File: config.mk
export PLATFORM = sky130hd
export DESIGN_NAME = dac_serial_multi
export DESIGN_NICKNAME = d
export VERILOG_FILES = /design/src/rtl/dac_serial_pkg.sv /design/src/rtl/dac_serial_multi_tick.sv /design/src/rtl/dac_serial_multi.sv
export SDC_FILE = /design/constraint.sdc
export NUM_CORES = 1
export LEC_CHECK = 0
export ABC_CLOCK_PERIOD_IN_PS = 6600
export CORE_MARGIN = 4
export CORE_UTILIZATION = 65
export DETAILED_ROUTE_END_ITERATION = 8
export DONT_BUFFER_PORTS = 1
export GPL_TIMING_DRIVEN = 0
export PLACE_DENSITY = 0.88
export SLEW_MARGIN = 20
export SYNTH_ARGS = -nofsm -noshare
export SYNTH_HDL_FRONTEND = slang
export SYNTH_SLANG_ARGS = --single-unit
File: constraint.sdc
create_clock -name clk -period 6.6 [get_ports clk]
set_input_delay 1.65 -clock clk [delete_from_list [all_inputs] [get_ports clk]]
set_output_delay 1.65 -clock clk [all_outputs]
set_load 0.05 [all_outputs]
File: src/rtl/dac_serial_pkg.sv
// Shared types and constants for the multi-channel DAC serializer.
// Holds the FSM encoding, floor values for divider/gap and a mask popcount.
package dac_serial_pkg;

  typedef enum logic [2:0] {
    S_IDLE,
    S_SETUP,
    S_SCLK_LO,
    S_SCLK_HI,
    S_GAP,
    S_FINISH
  } state_t;

  localparam int MIN_DIV = 1;
  localparam int MIN_GAP = 1;

  function automatic int popcount(input logic [15:0] v);
    int n;
    n = 0;
    for (int i = 0; i < 16; i++) n += int'(v[i]);
    return n;
  endfunction

endpackage

File: src/rtl/dac_serial_multi_tick.sv
// Loadable half-period counter for SCLK generation.
// tick is high in the last cycle of every D-cycle half period.
module sclk_tick_gen #(
  parameter int DIV_W = 32
) (
  input  logic             clk,
  input  logic             rst_n,
  input  logic             load,
  input  logic [DIV_W-1:0] div,
  output logic             tick
);

  logic [DIV_W-1:0] cnt;

  // reload on frame start or at each half-period boundary
  always_ff @(posedge clk or negedge rst_n) begin
    if (!rst_n) cnt <= '0;
    else if (load || cnt == '0) cnt <= div - DIV_W'(1);
    else cnt <= cnt - DIV_W'(1);
  end

  assign tick = (cnt == '0);

endmodule

File: src/rtl/dac_serial_multi.sv
// Multi-channel SYNC/SCLK/DIN DAC serializer, per-channel or daisy framing.
// All pins are driven from registers; inputs are latched on an accepted start.
module dac_serial_multi
  import dac_serial_pkg::*;
#(
  parameter int WORD_W = 16,
  parameter int NUM_CH = 8,
  parameter int DIV_W  = 32,
  parameter int GAP_W  = 8
) (
  input  logic                     clk,
  input  logic                     rst_n,
  input  logic                     start,
  input  logic [NUM_CH*WORD_W-1:0] data,
  input  logic [NUM_CH-1:0]        chan_mask,
  input  logic                     daisy,
  input  logic [DIV_W-1:0]         sclk_div,
  input  logic [GAP_W-1:0]         gap,
  output logic                     busy,
  output logic                     done,
  output logic                     SYNC,
  output logic                     SCLK,
  output logic                     DIN
);

  localparam int TOT   = NUM_CH * WORD_W;
  localparam int CH_W  = (NUM_CH > 1) ? $clog2(NUM_CH) : 1;
  localparam int WB_W  = $clog2(WORD_W);
  localparam int BIT_W = $clog2(TOT + 1);
  localparam int IDX_W = $clog2(TOT);

  state_t             state;
  logic [TOT-1:0]     data_lat;
  logic [NUM_CH-1:0]  mask_lat;
  logic               daisy_lat;
  logic [DIV_W-1:0]   d_lat;
  logic [GAP_W-1:0]   gap_lat;
  logic [CH_W-1:0]    ch;
  logic [WB_W-1:0]    wbit;
  logic [BIT_W-1:0]   bits_left;
  logic [GAP_W-1:0]   gap_cnt;

  logic [DIV_W-1:0]   d_in;
  logic [GAP_W-1:0]   g_in;
  logic [CH_W-1:0]    first_up;
  logic [CH_W-1:0]    first_dn;
  logic [CH_W-1:0]    start_ch;
  logic [CH_W-1:0]    next_up;
  logic [CH_W-1:0]    next_dn;
  logic               has_up;
  logic [CH_W-1:0]    adv_ch;
  logic [WB_W-1:0]    adv_bit;
  logic               start_din;
  logic               adv_din;
  logic               gap_din;
  logic [BIT_W-1:0]   daisy_bits;
  logic               tick;
  logic               load;
  logic [DIV_W-1:0]   div_sel;

  function automatic logic [IDX_W-1:0] pos(
    input logic [CH_W-1:0] c,
    input logic [WB_W-1:0] b
  );
    return IDX_W'(int'(c) * WORD_W + int'(b));
  endfunction

  assign d_in = (sclk_div < DIV_W'(MIN_DIV)) ? DIV_W'(MIN_DIV) : sclk_div;
  assign g_in = (gap < GAP_W'(MIN_GAP)) ? GAP_W'(MIN_GAP) : gap;

  // channel search: first enabled on start, neighbours of current channel
  always_comb begin
    first_up = '0;
    first_dn = '0;
    next_up  = '0;
    next_dn  = '0;
    has_up   = 1'b0;
    for (int i = NUM_CH - 1; i >= 0; i--) begin
      if (chan_mask[i]) first_up = CH_W'(i);
      if (mask_lat[i] && i > int'(ch)) begin
        next_up = CH_W'(i);
        has_up  = 1'b1;
      end
    end
    for (int i = 0; i < NUM_CH; i++) begin
      if (chan_mask[i]) first_dn = CH_W'(i);
      if (mask_lat[i] && i < int'(ch)) next_dn = CH_W'(i);
    end
  end

  // next bit pointer; crossing a word boundary only happens in daisy mode
  always_comb begin
    adv_ch  = ch;
    adv_bit = wbit - WB_W'(1);
    if (wbit == '0) begin
      adv_ch  = next_dn;
      adv_bit = WB_W'(WORD_W - 1);
    end
  end

  assign start_ch   = daisy ? first_dn : first_up;
  assign start_din  = data[pos(start_ch, WB_W'(WORD_W - 1))];
  assign adv_din    = data_lat[pos(adv_ch, adv_bit)];
  assign gap_din    = data_lat[pos(next_up, WB_W'(WORD_W - 1))];
  assign daisy_bits = BIT_W'(popcount(16'(chan_mask)) * WORD_W);

  assign load = (state == S_IDLE && start && chan_mask != '0) ||
                (state == S_GAP && gap_cnt == '0);
  assign div_sel = (state == S_IDLE) ? d_in : d_lat;

  sclk_tick_gen #(
    .DIV_W(DIV_W)
  ) u_tick (
    .clk  (clk),
    .rst_n(rst_n),
    .load (load),
    .div  (div_sel),
    .tick (tick)
  );

  // frame sequencer with registered pin outputs
  always_ff @(posedge clk or negedge rst_n) begin
    if (!rst_n) begin
      state     <= S_IDLE;
      busy      <= 1'b0;
      done      <= 1'b0;
      SYNC      <= 1'b1;
      SCLK      <= 1'b1;
      DIN       <= 1'b0;
      data_lat  <= '0;
      mask_lat  <= '0;
      daisy_lat <= 1'b0;
      d_lat     <= DIV_W'(MIN_DIV);
      gap_lat   <= GAP_W'(MIN_GAP);
      ch        <= '0;
      wbit      <= '0;
      bits_left <= '0;
      gap_cnt   <= '0;
    end else begin
      done <= 1'b0;
      unique case (state)
        S_IDLE: begin
          SYNC <= 1'b1;
          SCLK <= 1'b1;
          DIN  <= 1'b0;
          busy <= 1'b0;
          if (start) begin
            data_lat  <= data;
            mask_lat  <= chan_mask;
            daisy_lat <= daisy;
            d_lat     <= d_in;
            gap_lat   <= g_in;
            if (chan_mask == '0) begin
              done <= 1'b1;
            end else begin
              state     <= S_SETUP;
              busy      <= 1'b1;
              SYNC      <= 1'b0;
              ch        <= start_ch;
              wbit      <= WB_W'(WORD_W - 1);
              bits_left <= daisy ? daisy_bits : BIT_W'(WORD_W);
              DIN       <= start_din;
            end
          end
        end
        S_SETUP: begin
          if (tick) begin
            state <= S_SCLK_LO;
            SCLK  <= 1'b0;
          end
        end
        S_SCLK_LO: begin
          if (tick) begin
            state <= S_SCLK_HI;
            SCLK  <= 1'b1;
            if (bits_left > BIT_W'(1)) begin
              ch   <= adv_ch;
              wbit <= adv_bit;
              DIN  <= adv_din;
            end
          end
        end
        S_SCLK_HI: begin
          if (tick) begin
            if (bits_left > BIT_W'(1)) begin
              bits_left <= bits_left - BIT_W'(1);
              state     <= S_SCLK_LO;
              SCLK      <= 1'b0;
            end else begin
              SYNC <= 1'b1;
              if (!daisy_lat && has_up) begin
                state   <= S_GAP;
                gap_cnt <= gap_lat - GAP_W'(1);
              end else begin
                state <= S_FINISH;
                done  <= 1'b1;
              end
            end
          end
        end
        S_GAP: begin
          if (gap_cnt == '0) begin
            state     <= S_SETUP;
            SYNC      <= 1'b0;
            ch        <= next_up;
            wbit      <= WB_W'(WORD_W - 1);
            bits_left <= BIT_W'(WORD_W);
            DIN       <= gap_din;
          end else begin
            gap_cnt <= gap_cnt - GAP_W'(1);
          end
        end
        S_FINISH: begin
          state <= S_IDLE;
          busy  <= 1'b0;
          DIN   <= 1'b0;
        end
        default: state <= S_IDLE;
      endcase
    end
  end

endmodule

==> results of run 1 <==
## state kept, by name, indices dropped and copies added (netlist names), 3 cells and up
register    cells
bits_left       8
ch              3
d_lat          32
data_lat      128
gap_cnt         8
gap_lat         8
mask_lat        7
state           3
u_tick.cnt     32
wbit            4
## worst min-delay path by stage
| stage | start | to | slack (ns) | cells past startpoint |
|---|---|---|---|---|
| 2_1_floorplan | data_lat[24]$_DFFE_PN0P_ | data_lat[24]$_DFFE_PN0P_ | 0.44 | 2 |
| 3_3_place_gp | data_lat[60]$_DFFE_PN0P_ | data_lat[60]$_DFFE_PN0P_ | 0.45 | 2 |
| 3_5_place_dp | data_lat[108]$_DFFE_PN0P_ | data_lat[108]$_DFFE_PN0P_ | 0.46 | 2 |
| 4_1_cts | data_lat[108]$_DFFE_PN0P_ | data_lat[108]$_DFFE_PN0P_ | 0.47 | 2 |
| 5_1_grt | data_lat[49]$_DFFE_PN0P_ | data_lat[49]$_DFFE_PN0P_ | 0.49 | 2 |
| 6_report | data_lat[85]$_DFFE_PN0P_ | data_lat[85]$_DFFE_PN0P_ | 0.47 | 2 |
## worst max-delay path, cell delays in order
cell and delay (ns):
inv_1 0.03, ha_1 0.19, or3b_2 0.21, o21ai_2 0.15
a2111oi_4 0.38, nand2b_1 0.15, buf_2 0.19, buf_2 0.27
buf_2 0.29, buf_2 0.30, buf_2 0.35, mux2i_1 0.29
ha_1 0.31, nand4b_1 0.15, or4b_1 0.56, o41ai_4 0.08
buf_4 0.21, nand4_4 0.23, o21ai_1 0.23, nor4b_1 0.36
a311oi_1 0.10
## kinds of logic after synthesis
group                      count (synthesis)  share of synthesized area
and+or+nand+nor                          818                     0.2654
AOI/OAI and AO/OA                        231                     0.1161
DFF                                      239                     0.4569
muxes                                     77                    0.08539
adders and majority gates                 13                    0.01471
xor gates and xnor gates                  41                    0.02741
buffers and inverters                    114                    0.03400
## stage by stage
step,setup TNS [ns],area [sq um]
after floorplan,0,13100
after global placement,-0.2193,13430
after detailed placement,-0.5550,13430
after CTS,0,14220
after global routing,0,14240
final,0,14240
## metal layers
| metal | GRT usage | wire length (um) | vias up |
|---|---|---|---|
| met5 | 0 | 0 | - |
| met3 | 0.08661 | 3832 | 132 |
| met4 | 0.1450 | 1731 | 0 |
| met2 | 0.5386 | 17880 | 665 |
| met1 | 0.4227 | 13530 | 5582 |
| li1 | - | - | 5272 |
## synth_stat cells (all sizes together) (4+ instances only)
cell type and number:
a311oi 9, o32ai 4, xor2 18, and3 5
or3 11, a21o 5, dfrtp 235, dfstp 4
a31oi 20, nand2 598, nand4b 5, xnor2 23
nor2b 8, nand2b 6, nor3 32, nor3b 4
inv 29, o22ai 5, mux2i 45, fa 4
nor4 16, ha 9, a211oi 7, nand3 19
nand3b 4, a2111oi 4, a221oi 6, nor2 81
a22o 5, o21ai 72, o31ai 8, mux2 5
mux4 27, or4 7, o21bai 5, buf 18
and2 6, clkbuf 67, a21oi 57
## layout make-up
class	instances	area share
Clock inverter	10	0.005182
Multi-Input combinational cell	1180	0.4682
Tap cell	265	0.02328
Sequential cell	239	0.4202
Buffer	85	0.02363
Timing Repair Buffer	3	0.001581
Inverter	29	0.007642
Clock buffer	36	0.05033
## layout by cell type (no fill, tap or decap), types with 6 or more instances in the layout
cell type	count
a211oi_1	7
and2_1	6
clkbuf_1	73
o31ai_1	8
dfrtp_1	235
nor2b_1	8
or3_1	11
clkinv_2	6
xor2_1	18
nand3_1	19
o21ai_0	57
mux2i_1	45
a31oi_1	20
nand2b_1	6
nor2_1	79
a221oi_1	6
o21ai_1	14
buf_2	11
nor3_1	32
inv_1	28
ha_1	9
nand2_1	598
buf_1	6
nor4_1	14
mux4_2	27
a21oi_1	56
a311oi_1	9
clkbuf_16	25
xnor2_1	23
## repair_timing
action,CTS,global route
endpoints found under the setup margin,0,2
hold endpoints to repair,0,0
setup buffers,0,3
## power by group
| group | total (mW) | switching, mW | internal [mW] | leakage [nW] |
|---|---|---|---|---|
| Clock | 1.36 | 0.600 | 0.762 | 0.389 |
| Combinational | 2.29 | 1.33 | 0.959 | 3.40 |
| Sequential | 2.67 | 0.536 | 2.13 | 2.95 |
==> impl_metrics.py, run 1 <==
metrics = {
    "status": {
        "outcome": "complete, no violations",
    },
    "grt": {
        "grt_util_all_layers": 0.3318,
        "antenna_found_initial": 0,
        "grt_overflow": 0,
        "grt_max_degree": 240,
        "grt_pass1_vias": 11470,
        "grt_pass1_wl_um": 59620,
    },
    "layout": {
        "fin_cells": 1847,
        "syn_to_final_growth_pct": 8.739,
        "nets": 1756,
        "drive_gt1_frac": 0.07080,
        "multi_input_area_sq_um": 6669,
        "final_util": 0.7248,
        "seqCellArea_sq_um": 5986,
        "n_antenna_cell": 0,
        "fillers": 1485,
    },
    "power": {
        "p_per_area_nw_per_um2": 443.7,
        "leakagePower_nw": 6.735,
        "total_power_mw": 6.321,
        "peakVddDrop_mv": 0.3164,
    },
    "placed_design": {
        "pre_cts_ws_ns": -0.3419,
        "hpwlAfterDp_um": 26610,
        "portBuffers": 0,
        "routabilityCongestion": 0.9613,
        "placed_cells": 1798,
    },
    "worst_setup_path": {
        "endpoint": "u_tick.cnt[24]$_DFF_PN0_",
        "r2r_end": "u_tick.cnt[24]$_DFF_PN0_",
        "crit_path_start": "chan_mask[0]",
        "cp-end-kind": "flop",
        "r2r-start": "u_tick.cnt[6]$_DFF_PN0_",
        "regToRegSetupSlack_ns": 0.77,
        "crit_type": "input port to flop",
        "cp_max_fo": 10,
        "critPathArrivalTime_ns": 6.70,
        "crit_required_ns": 6.97,
        "worstSetupStartpointType": "input port",
        "reg2reg_depth": 19,
    },
    "cts": {
        "insertion_delay_ns": 0.55,
        "cts.repair.resized": 0,
        "clock_sinks": 239,
        "cts_hold_buf": 0,
        "cts-htree-levels": 1,
        "clock_path_buffers": 3,
        "cts_root_buffer": "clkbuf_16",
        "cts_tree": "yes",
        "cts_made_buffers": 25,
        "path_clk_slew_ns": 0.06,
    },
    "sta": {
        "finalClockSkew_ns": 0.02281,
        "holdWs_ns": 0.4693,
        "fmax_ghz": 0.1581,
        "fin_crit_ns": 6.325,
        "max_slew_margin": 0.2401,
        "setup_violations": 0,
        "rsz0062_at_grt": "no",
        "finalCritPeriodShare": 0.9583,
        "report.final.slew_viol_count": 0,
        "finalHoldViolCount": 0,
        "fin_ws_ns": 0.2752,
        "tightest_slew_ns": 1.131,
    },
    "synth": {
        "syn_area_sq_um": 13100,
        "netlist-cell-type-count": 80,
        "ys_ff_latch": 239,
        "synth_cells": 1533,
        "yosys_warnings": 0,
        "avgSynthCellArea_sq_um": 8.545,
        "synth_area_leader_cell": "dfrtp_1",
        "synth.top_cell.area_share": 0.4489,
        "synth-seq-area-share": 0.4569,
        "synth_edf_count": 0,
        "synth_ff_type": "dfrtp_1",
        "synthArstFlopShare": 1.000,
        "synthTopCellsByArea": "dfrtp_1 45%, nand2_1 17%, mux4_2 4.6%",
        "synth_nets": 1726,
    },
    "die": {
        "die_w_um": 150.0,
        "io_pins": 185,
        "initial_core_util": 0.6665,
        "row_count": 51,
        "dieArea_sq_um": 22490,
        "core_area_sq_um": 19650,
        "die_h_um": 150.0,
    },
    "route": {
        "drt_iter0_drc": 1270,
        "drt_wl_total_um": 36980,
        "viasPerCell": 6.308,
        "post_drt_wl_per_cell_um": 20.02,
        "vias": 11650,
        "drt_first_pass_iters": 7,
        "ant_nets": 0,
        "drc": 0,
    },
    "flow_run": {
        "cap_violations": 0,
    },
    "worst_hold_path": {
        "hold_path.class": "flop to flop",
    },
}
Power figures use the tool's default switching activity.
==> run 2: changes to the inputs <==
- ABC_CLOCK_PERIOD_IN_PS: 6600 -> 6400
- CORE_UTILIZATION: 65 -> 64
- CTS_CLUSTER_DIAMETER: unset -> 80
- PLACE_DENSITY: 0.88 -> 0.87
- clock period: 6.6 -> 6.4 ns (I/O delays scaled with it)
==> impl_metrics.py, run 2 (same netlist as run 1, synthesis figures left out) <==
metrics = {
    "layout": {
        "fin_cells": 1853,
        "reg.largest.list": "data_lat x128, d_lat x32, u_tick.cnt x32",
        "drive_gt1_frac": 0.07012,
        "largest_register_ff_count": 128,
        "top_register": "data_lat",
        "mostFrequentLayoutCells": "598 x nand2_1, 235 x dfrtp_1, 79 x nor2_1",
        "mostFrequentLayoutCell": "nand2_1",
        "n_antenna_cell": 0,
        "syn_to_final_growth_pct": 9.122,
        "nets": 1756,
    },
    "placed_design": {
        "routabilityCongestion": 0.9287,
        "placed_cells": 1803,
        "hpwlAfterDp_um": 26500,
        "portBuffers": 0,
    },
    "die": {
        "initial_core_util": 0.6495,
        "core_area_sq_um": 20170,
        "io_pins": 185,
        "die_w_um": 151.1,
        "die_h_um": 151.1,
        "dieArea_sq_um": 22820,
        "row_count": 52,
    },
    "sta": {
        "holdWs_ns": 0.4700,
        "finalHoldViolCount": 0,
        "setup_violations": 0,
        "tightest_slew_ns": 1.126,
        "fin_crit_ns": 6.179,
        "max_slew_margin": 0.2415,
        "rsz0062_at_grt": "no",
        "finalCritPeriodShare": 0.9654,
        "finalClockSkew_ns": 0.02300,
        "fmax_ghz": 0.1619,
        "report.final.slew_viol_count": 0,
    },
    "status": {
        "outcome": "complete, no violations",
    },
    "cts": {
        "cts_setup_buffers": 0,
        "cts-htree-levels": 1,
        "path_clk_slew_ns": 0.06,
        "insertion_delay_ns": 0.56,
        "cts_made_buffers": 26,
        "cts.repair.resized": 0,
        "clock_sinks": 239,
        "cts_hold_buf": 0,
        "cts_root_buffer": "clkbuf_16",
        "cts_tree": "yes",
        "clock_path_buffers": 3,
    },
    "route": {
        "drt_first_pass_iters": 6,
        "drt_wl_total_um": 36900,
        "ant_nets": 0,
        "drc": 0,
        "viasPerCell": 6.240,
        "post_drt_wl_per_cell_um": 19.91,
        "drt_iter0_drc": 1371,
        "vias": 11560,
    },
    "worst_setup_path": {
        "cp_max_fo": 10,
        "crit_required_ns": 6.78,
        "crit_type": "input port to flop",
        "critical_path.top_delay_family": "simple AND/OR/NAND/NOR gates",
        "critPathBufInv": 6,
        "worstSetupStartpointType": "input port",
        "r2r_end": "u_tick.cnt[24]$_DFF_PN0_",
        "cp-end-kind": "flop",
        "r2r-start": "state[0]$_DFFE_PN0P_",
        "regToRegSetupSlack_ns": 0.79,
        "reg2reg_depth": 20,
        "cpMaxStageDelayCell": "or4b_1",
        "crit_chain": "inv_1, ha_1, or3b_2, o21ai_2, a2111oi_4, nand2b_1, buf_2, buf_2, buf_2, buf_2, buf_2, mux2i_1, ha_1, nand4b_1, or4b_1, o41ai_4, nand4_4, o21ai_1, nor4b_1, a311oi_1",
        "critPathArrivalTime_ns": 6.56,
        "max_stage_delay_ns": 0.57,
        "cpMostUsedCell": "buf_2",
    },
    "grt": {
        "grt_util_all_layers": 0.3229,
        "grt.busiest_layer": "met2",
        "grt_pass1_wl_um": 58280,
        "use_met1": 0.4063,
        "grt_pass1_vias": 11320,
        "grt_max_degree": 240,
        "use_met2": 0.5271,
        "use_met3": 0.09336,
        "grt_overflow": 0,
        "antenna_found_initial": 0,
    },
    "worst_hold_path": {
        "hold_path.class": "flop to flop",
        "hold-path-cell-count": 2,
        "hp-start": "data_lat[78]$_DFFE_PN0P_",
        "hold_path_end": "data_lat[78]$_DFFE_PN0P_",
    },
    "power": {
        "leakagePower_nw": 6.750,
        "peakVddDrop_mv": 0.3143,
        "p_per_area_nw_per_um2": 460.2,
    },
    "flow_run": {
        "cap_violations": 0,
    },
}
==> run 2: final cells by class <==
class	count	area, sq um
fillers	1508	5874
clock buffers	39	739.5
repair buffers	2	15.01
multi-input cells	1180	6674
well taps	270	337.8
flip-flops and latches	239	5986
clock inverters	9	97.59
plain buffers	85	336.6
inverters	29	108.9
==> run 2: worst reg2reg max path, stage by stage (launching register included) <==
cell       delay (ns)
dfrtp_1          0.33
buf_2            0.23
or3b_1           0.15
buf_2            0.23
a21oi_4          0.10
a2111oi_4        0.59
nand2b_1         0.17
buf_2            0.20
buf_2            0.27
buf_2            0.27
buf_2            0.31
buf_2            0.35
mux2i_1          0.28
ha_1             0.30
nand4b_1         0.17
or4b_1           0.57
o41ai_4          0.11
nand4_4          0.25
o21ai_1          0.21
nor4b_1          0.28
a311oi_1         0.09
==> run 2: through the flow <==
stage | setup WS, ns | utilization | power (mW) | setup TNS [ns] | area (sq um)
finish | 0.2215 | 0.7087 | 6.579 | 0 | 14300
global route | 0.02662 | 0.7087 | 6.998 | 0 | 14300
CTS | 0.1668 | 0.7078 | 6.533 | 0 | 14270
detailed placement | -0.3740 | 0.6663 | 5.043 | -0.7760 | 13440
global placement | -0.2244 | 0.6663 | 4.913 | -0.4461 | 13440
floorplan | 0.6623 | - | 4.409 | 0 | 13100
==> run 2: worst max path at each step <==
stage / start / end / slack, ns / cells past startpoint
floorplan: chan_mask[0] / u_tick.cnt[26]$_DFF_PN0_ / 0.66 / 19
global placement: chan_mask[0] / u_tick.cnt[24]$_DFF_PN0_ / -0.22 / 19
detailed placement: chan_mask[0] / u_tick.cnt[24]$_DFF_PN0_ / -0.37 / 19
CTS: chan_mask[0] / u_tick.cnt[24]$_DFF_PN0_ / 0.17 / 19
global route: chan_mask[0] / u_tick.cnt[24]$_DFF_PN0_ / 0.03 / 20
finish: chan_mask[0] / u_tick.cnt[24]$_DFF_PN0_ / 0.22 / 20
==> run 2: power by group <==
| part | leakage, nW | internal (mW) | switching, mW |
|---|---|---|---|
| clock | 0.409 | 0.843 | 0.624 |
| combinational | 3.39 | 0.988 | 1.37 |
| sequential | 2.95 | 2.20 | 0.555 |
==> run 2: metal layers <==
metal	vias up	part of all wire
li1	5269	-
met1	5543	0.37
met2	607	0.48
met3	143	0.10
met4	0	0.047
met5	-	0
